<file path="config.mk">
export PLATFORM = sky130hd
export DESIGN_NAME = usb_bit_unstuff
export DESIGN_NICKNAME = d
export VERILOG_FILES = /design/src/rtl/usb_bit_unstuff.sv
export SDC_FILE = /design/constraint.sdc
export NUM_CORES = 1
export LEC_CHECK = 0
export BUFFER_PORTS_ARGS = -buffer_cell sky130_fd_sc_hd__buf_4
export CAP_MARGIN = 20
export CORE_MARGIN = 2
export CORE_UTILIZATION = 25
export DETAILED_ROUTE_END_ITERATION = 6
export PLACE_DENSITY_LB_ADDON = 0.3
export SYNTH_ARGS = -nofsm -noshare
export SYNTH_HDL_FRONTEND = slang
export SYNTH_SLANG_ARGS = --single-unit
export TNS_END_PERCENT = 1
</file>
<file path="constraint.sdc">
create_clock -name clk -period 2 [get_ports clk]
set_input_delay 0.4 -clock clk [delete_from_list [all_inputs] [get_ports clk]]
set_output_delay 0.4 -clock clk [all_outputs]
set_load 0.01 [all_outputs]
</file>
<file path="src/rtl/usb_bit_unstuff.sv">
// ---------------------------------------------------------------------------
// usb_bit_unstuff
//
// Receive-side USB bit unstuffer. Sits between the NRZI decoder and the
// packet receiver / CRC checker.
//
// The first SYNC_BITS accepted bits of a packet (SYNC + PID) are passed
// through untouched and are not counted as part of any ones run. After that,
// every 0 that follows a run of six 1s is a stuffed bit and is deleted. If a
// 1 shows up where the stuffed 0 belongs, the packet is corrupt: a stuff
// error is flagged and the rest of the packet is discarded until eop.
//
// All outputs are registered, so a bit accepted in cycle k appears on the
// output in cycle k+1.
//
// Ports
//   clk            clock
//   rst_n          asynchronous, active-low reset
//   start_i        one-cycle packet start, only looked at while idle
//   s_in_i         decoded serial bit, qualified by bit_valid_i
//   bit_valid_i    s_in_i carries a bit this cycle
//   eop_i          one-cycle end-of-packet from the line logic
//   s_out_o        unstuffed data bit (holds its value when not valid)
//   s_out_valid_o  s_out_o carries a bit this cycle
//   stuff_err_o    one-cycle pulse: a 1 arrived where a stuffed 0 was due
//   done_o         one-cycle pulse: packet reception finished
//   busy_o         high whenever the block is not idle
// ---------------------------------------------------------------------------
module usb_bit_unstuff #(
  parameter int SYNC_BITS = 16
) (
  input  logic clk,
  input  logic rst_n,
  input  logic start_i,
  input  logic s_in_i,
  input  logic bit_valid_i,
  input  logic eop_i,
  output logic s_out_o,
  output logic s_out_valid_o,
  output logic stuff_err_o,
  output logic done_o,
  output logic busy_o
);

  localparam int SPW = $clog2(SYNC_BITS + 1);
  localparam logic [SPW-1:0] SP_LAST = SPW'(SYNC_BITS - 1);
  localparam logic [SPW-1:0] SP_ONE  = SPW'(1);
  localparam logic [2:0]     RUN_MAX = 3'd6;

  localparam logic [1:0] S_IDLE = 2'd0;
  localparam logic [1:0] S_SYNC = 2'd1;
  localparam logic [1:0] S_DATA = 2'd2;
  localparam logic [1:0] S_ERR  = 2'd3;

  logic [1:0]     state_q, state_d;
  logic [SPW-1:0] sp_cnt_q, sp_cnt_d;
  logic [2:0]     ones_q, ones_d;
  logic           s_out_q, s_out_d;
  logic           vld_q, vld_d;
  logic           err_q, err_d;
  logic           done_q, done_d;
  logic           busy_q, busy_d;

  always_comb begin
    state_d  = state_q;
    sp_cnt_d = sp_cnt_q;
    ones_d   = ones_q;
    s_out_d  = s_out_q;   // output bit holds between valid strobes
    vld_d    = 1'b0;
    err_d    = 1'b0;
    done_d   = 1'b0;

    case (state_q)
      S_IDLE: begin
        // bit_valid and eop are meaningless between packets
        if (start_i) begin
          sp_cnt_d = '0;
          ones_d   = '0;
          state_d  = S_SYNC;
        end
      end

      S_SYNC: begin
        // sync/PID bits go straight through and never feed the ones run
        if (bit_valid_i) begin
          s_out_d  = s_in_i;
          vld_d    = 1'b1;
          sp_cnt_d = sp_cnt_q + SP_ONE;
          if (sp_cnt_q == SP_LAST) state_d = S_DATA;
        end
      end

      S_DATA: begin
        if (bit_valid_i) begin
          if (ones_q == RUN_MAX) begin
            // this bit must be the stuffed 0
            if (s_in_i) begin
              err_d   = 1'b1;
              state_d = S_ERR;
            end else begin
              ones_d = '0;
            end
          end else begin
            s_out_d = s_in_i;
            vld_d   = 1'b1;
            ones_d  = s_in_i ? ones_q + 3'd1 : 3'd0;
          end
        end
      end

      S_ERR: begin
        // drop everything until the line reports end of packet
      end

      default: state_d = S_IDLE;
    endcase

    // eop closes any active packet; a bit arriving with it was handled above
    if (state_q != S_IDLE && eop_i) begin
      done_d  = 1'b1;
      state_d = S_IDLE;
    end

    busy_d = (state_d != S_IDLE);
  end

  always_ff @(posedge clk or negedge rst_n) begin
    if (!rst_n) begin
      state_q  <= S_IDLE;
      sp_cnt_q <= '0;
      ones_q   <= '0;
      s_out_q  <= 1'b0;
      vld_q    <= 1'b0;
      err_q    <= 1'b0;
      done_q   <= 1'b0;
      busy_q   <= 1'b0;
    end else begin
      state_q  <= state_d;
      sp_cnt_q <= sp_cnt_d;
      ones_q   <= ones_d;
      s_out_q  <= s_out_d;
      vld_q    <= vld_d;
      err_q    <= err_d;
      done_q   <= done_d;
      busy_q   <= busy_d;
    end
  end

  assign s_out_o       = s_out_q;
  assign s_out_valid_o = vld_q;
  assign stuff_err_o   = err_q;
  assign done_o        = done_q;
  assign busy_o        = busy_q;

endmodule

</file>
==> results_dict.tcl <==
set metrics [dict create \
    path_class "flop to flop" \
    dieArea_um2 4080 \
    grt_max_degree 17 \
    ctsResizeCount 0 \
    final_cell_area_um2 1050 \
    ir_drop_v 0.000346 \
    clockBufferDepth 2 \
    dp_hpwl_um 1330 \
    overflow 0 \
    drt_iter0_drc 22 \
    ys_seq_elements 15 \
    reg2regPathDepth 5 \
    rows 21 \
    synth_area_leaders "dfrtp_1, ha_1, nand2_1" \
    cts.sinks 15 \
    cts_buffers 3 \
    fin_skew_ns 0.00658 \
    cp_max_fo 9 \
    relSlewSlack_pct 67.2 \
    yosysTopAreaCell "dfrtp_1" \
    r2r_start "state_q[0]" \
    ios 11 \
    wire_per_inst_um 12.0 \
    period_needed_ns 1.83 \
    start_util_pct 26.5 \
    grt_pass1_wl_um 3210 \
    drc 0 \
    hold_start "s_in_i" \
    hold_end "s_out_o" \
    layout_setup_ws_ns 0.170 \
    slew_viol_final 0 \
    wirelength_um 1810 \
    setup_viol 0 \
    setup_tns_ns 0 \
    r2r_slack_ns 0.17 \
    grt_use_total_pct 9.83 \
    syn_inst 93 \
    fmax_mhz 546 \
    path_clk_slew_ns 0.10 \
    hold_path_class "input pin to flop" \
    power.leakage_nw 0.464 \
    synth_edf_count 0 \
    crit_arrival_ns 2.00 \
    synth.most_common_cell "dfrtp_1" \
    finalCritPeriodShare_pct 91.5 \
    end_kind "flop" \
    root_buffer "clkbuf_4" \
    critPathRequiredTime_ns 2.17 \
    synthesis.nets 107 \
    async_reset_ff_share_pct 100 \
    clk_latency_ns 0.28 \
    num_vias 711 \
    die_w_um 63.9 \
    syn-cell-area_um2 897 \
    post-place-ws_ns 0.176 \
    synth_top_cell_area_share_pct 41.8 \
    placed_area_um2 1020 \
    avgSynthCellArea_um2 9.65 \
    htreeDepth 1 \
    finalNetCount 120 \
    cap_violations 0 \
    diodes 0 \
    hold_viol 0 \
    antenna_found_initial 0 \
    run_status "finished, final reports clean" \
    rsz0062_at_grt "no" \
    vias_per_cell 4.71 \
    dr.pass1.iters 4 \
    portBuffers 10 \
    antenna_left 0 \
    ys_types 32 \
    p_per_area_nw_per_um2 934 \
    drive_above_1_share_pct 19.0 \
    core_um2 3390 \
    ys_seq_area_share_pct 41.8 \
    synth_warnings 0 \
    r2r-end "ones_q[1]" \
    grt_pass1_vias 723 \
    ys.flop_type "dfrtp_1" \
    gp_congestion 0.756 \
    holdPathStages 2 \
    cts_tree "built" \
    area_growth_pct 17.3 \
    cp-start-kind "flop" \
    netlist_top_cells_count "dfrtp_1, nand2_1, ha_1" \
    final_core_util_pct 31.0 \
    tightest_slew_ns 0.487 \
    die_h_um 63.9 \
    total_power_w 0.000983 \
]
[per-stage QoR]
| step | hold WS [ns] | instances |
|---|---|---|
| 2_1_floorplan | 0.104 | 93 |
| 3_3_place_gp | 0.271 | 146 |
| 3_5_place_dp | 0.272 | 146 |
| 4_1_cts | 0.374 | 151 |
| 5_1_grt | 0.384 | 151 |
| 6_report | 0.387 | 151 |
[metal layers]
metal,up-vias,global-route usage (%),wire (um)
li1,359,-,-
met1,342,12.9,867
met2,8,16.4,883
met3,2,1.58,39
met4,0,3.26,18
met5,-,0,0
[flip-flops by register name, indices dropped and copies added, names as in the netlist]
| register | count |
|---|---|
| sp_cnt_q | 5 |
| stuff_err_o | 1 |
| busy_o | 1 |
| s_out_valid_o | 1 |
| ones_q | 3 |
| s_out_o | 1 |
| done_o | 1 |
| state_q | 2 |
[cell usage in the layout, fill, tap and decap left out, types with 2 or more instances in the layout]
cell type,synthesis,final
a2111oi_2,2,2
a21oi_1,2,2
a22o_1,2,2
a31oi_1,3,3
and2_1,2,2
and3_1,2,2
buf_4,0,10
clkbuf_4,0,3
dfrtp_1,15,15
ha_1,8,8
inv_1,7,7
mux2_2,3,3
nand2_1,10,10
nand3_1,2,2
nor2_1,6,6
nor2b_1,2,2
nor3_1,3,3
o21ai_0,7,7
[cell families (layout without fill, tap and decap cells)]
family | count (synthesis) | in the layout | synth area share [%]
flip-flops | 15 | 15 | 41.8
multiplexers | 3 | 3 | 3.77
buffers and inverters | 10 | 22 | 4.46
AO/OA/AOI/OAI | 24 | 24 | 19.9
AND/OR/NAND/NOR | 33 | 33 | 18.8
adder cells (fa/ha/maj) | 8 | 8 | 11.2
[power breakdown]
group	internal (W)	total [W]	switching (W)
Combinational	0.000190	0.000407	0.000218
Sequential	0.000359	0.000400	0.0000405
Clock	0.0000773	0.000176	0.0000986
Total	0.000626	0.000983	0.000357
[worst max path at each step]
stage	to	cells after the start	startpoint	slack (ns)
finish	ones_q[1]	5	state_q[0]	0.17
CTS	ones_q[1]	5	state_q[0]	0.14
floorplan	ones_q[0]	6	state_q[0]	0.38
global route	ones_q[0]	5	state_q[0]	0.06
detailed placement	ones_q[1]	5	state_q[0]	0.18
global placement	busy_o	7	sp_cnt_q[0]	0.26
[worst max-delay path: stages (launching register included)]
cell and delay [ns]:
dfrtp_1 0.44, inv_1 0.14, ha_1 0.35, nor2_1 0.10, a211oi_2 0.30, mux2_2 0.38
[cell type report]
type / count / area [um^2]
Fill cell: 351 / 2340
Inverter: 7 / 26.3
Multi-Input combinational cell: 68 / 482
Timing Repair Buffer: 11 / 85.1
Clock buffer: 4 / 26.3
Sequential cell: 15 / 375
Tap cell: 46 / 57.6
[timing repair]
| item | in CTS | in global routing |
|---|---|---|
| hold buffers | 1 | 0 |
| setup buffers | 0 | 0 |
| endpoints found under the hold margin | 15 | 0 |
(Power assumes the default switching activity.)
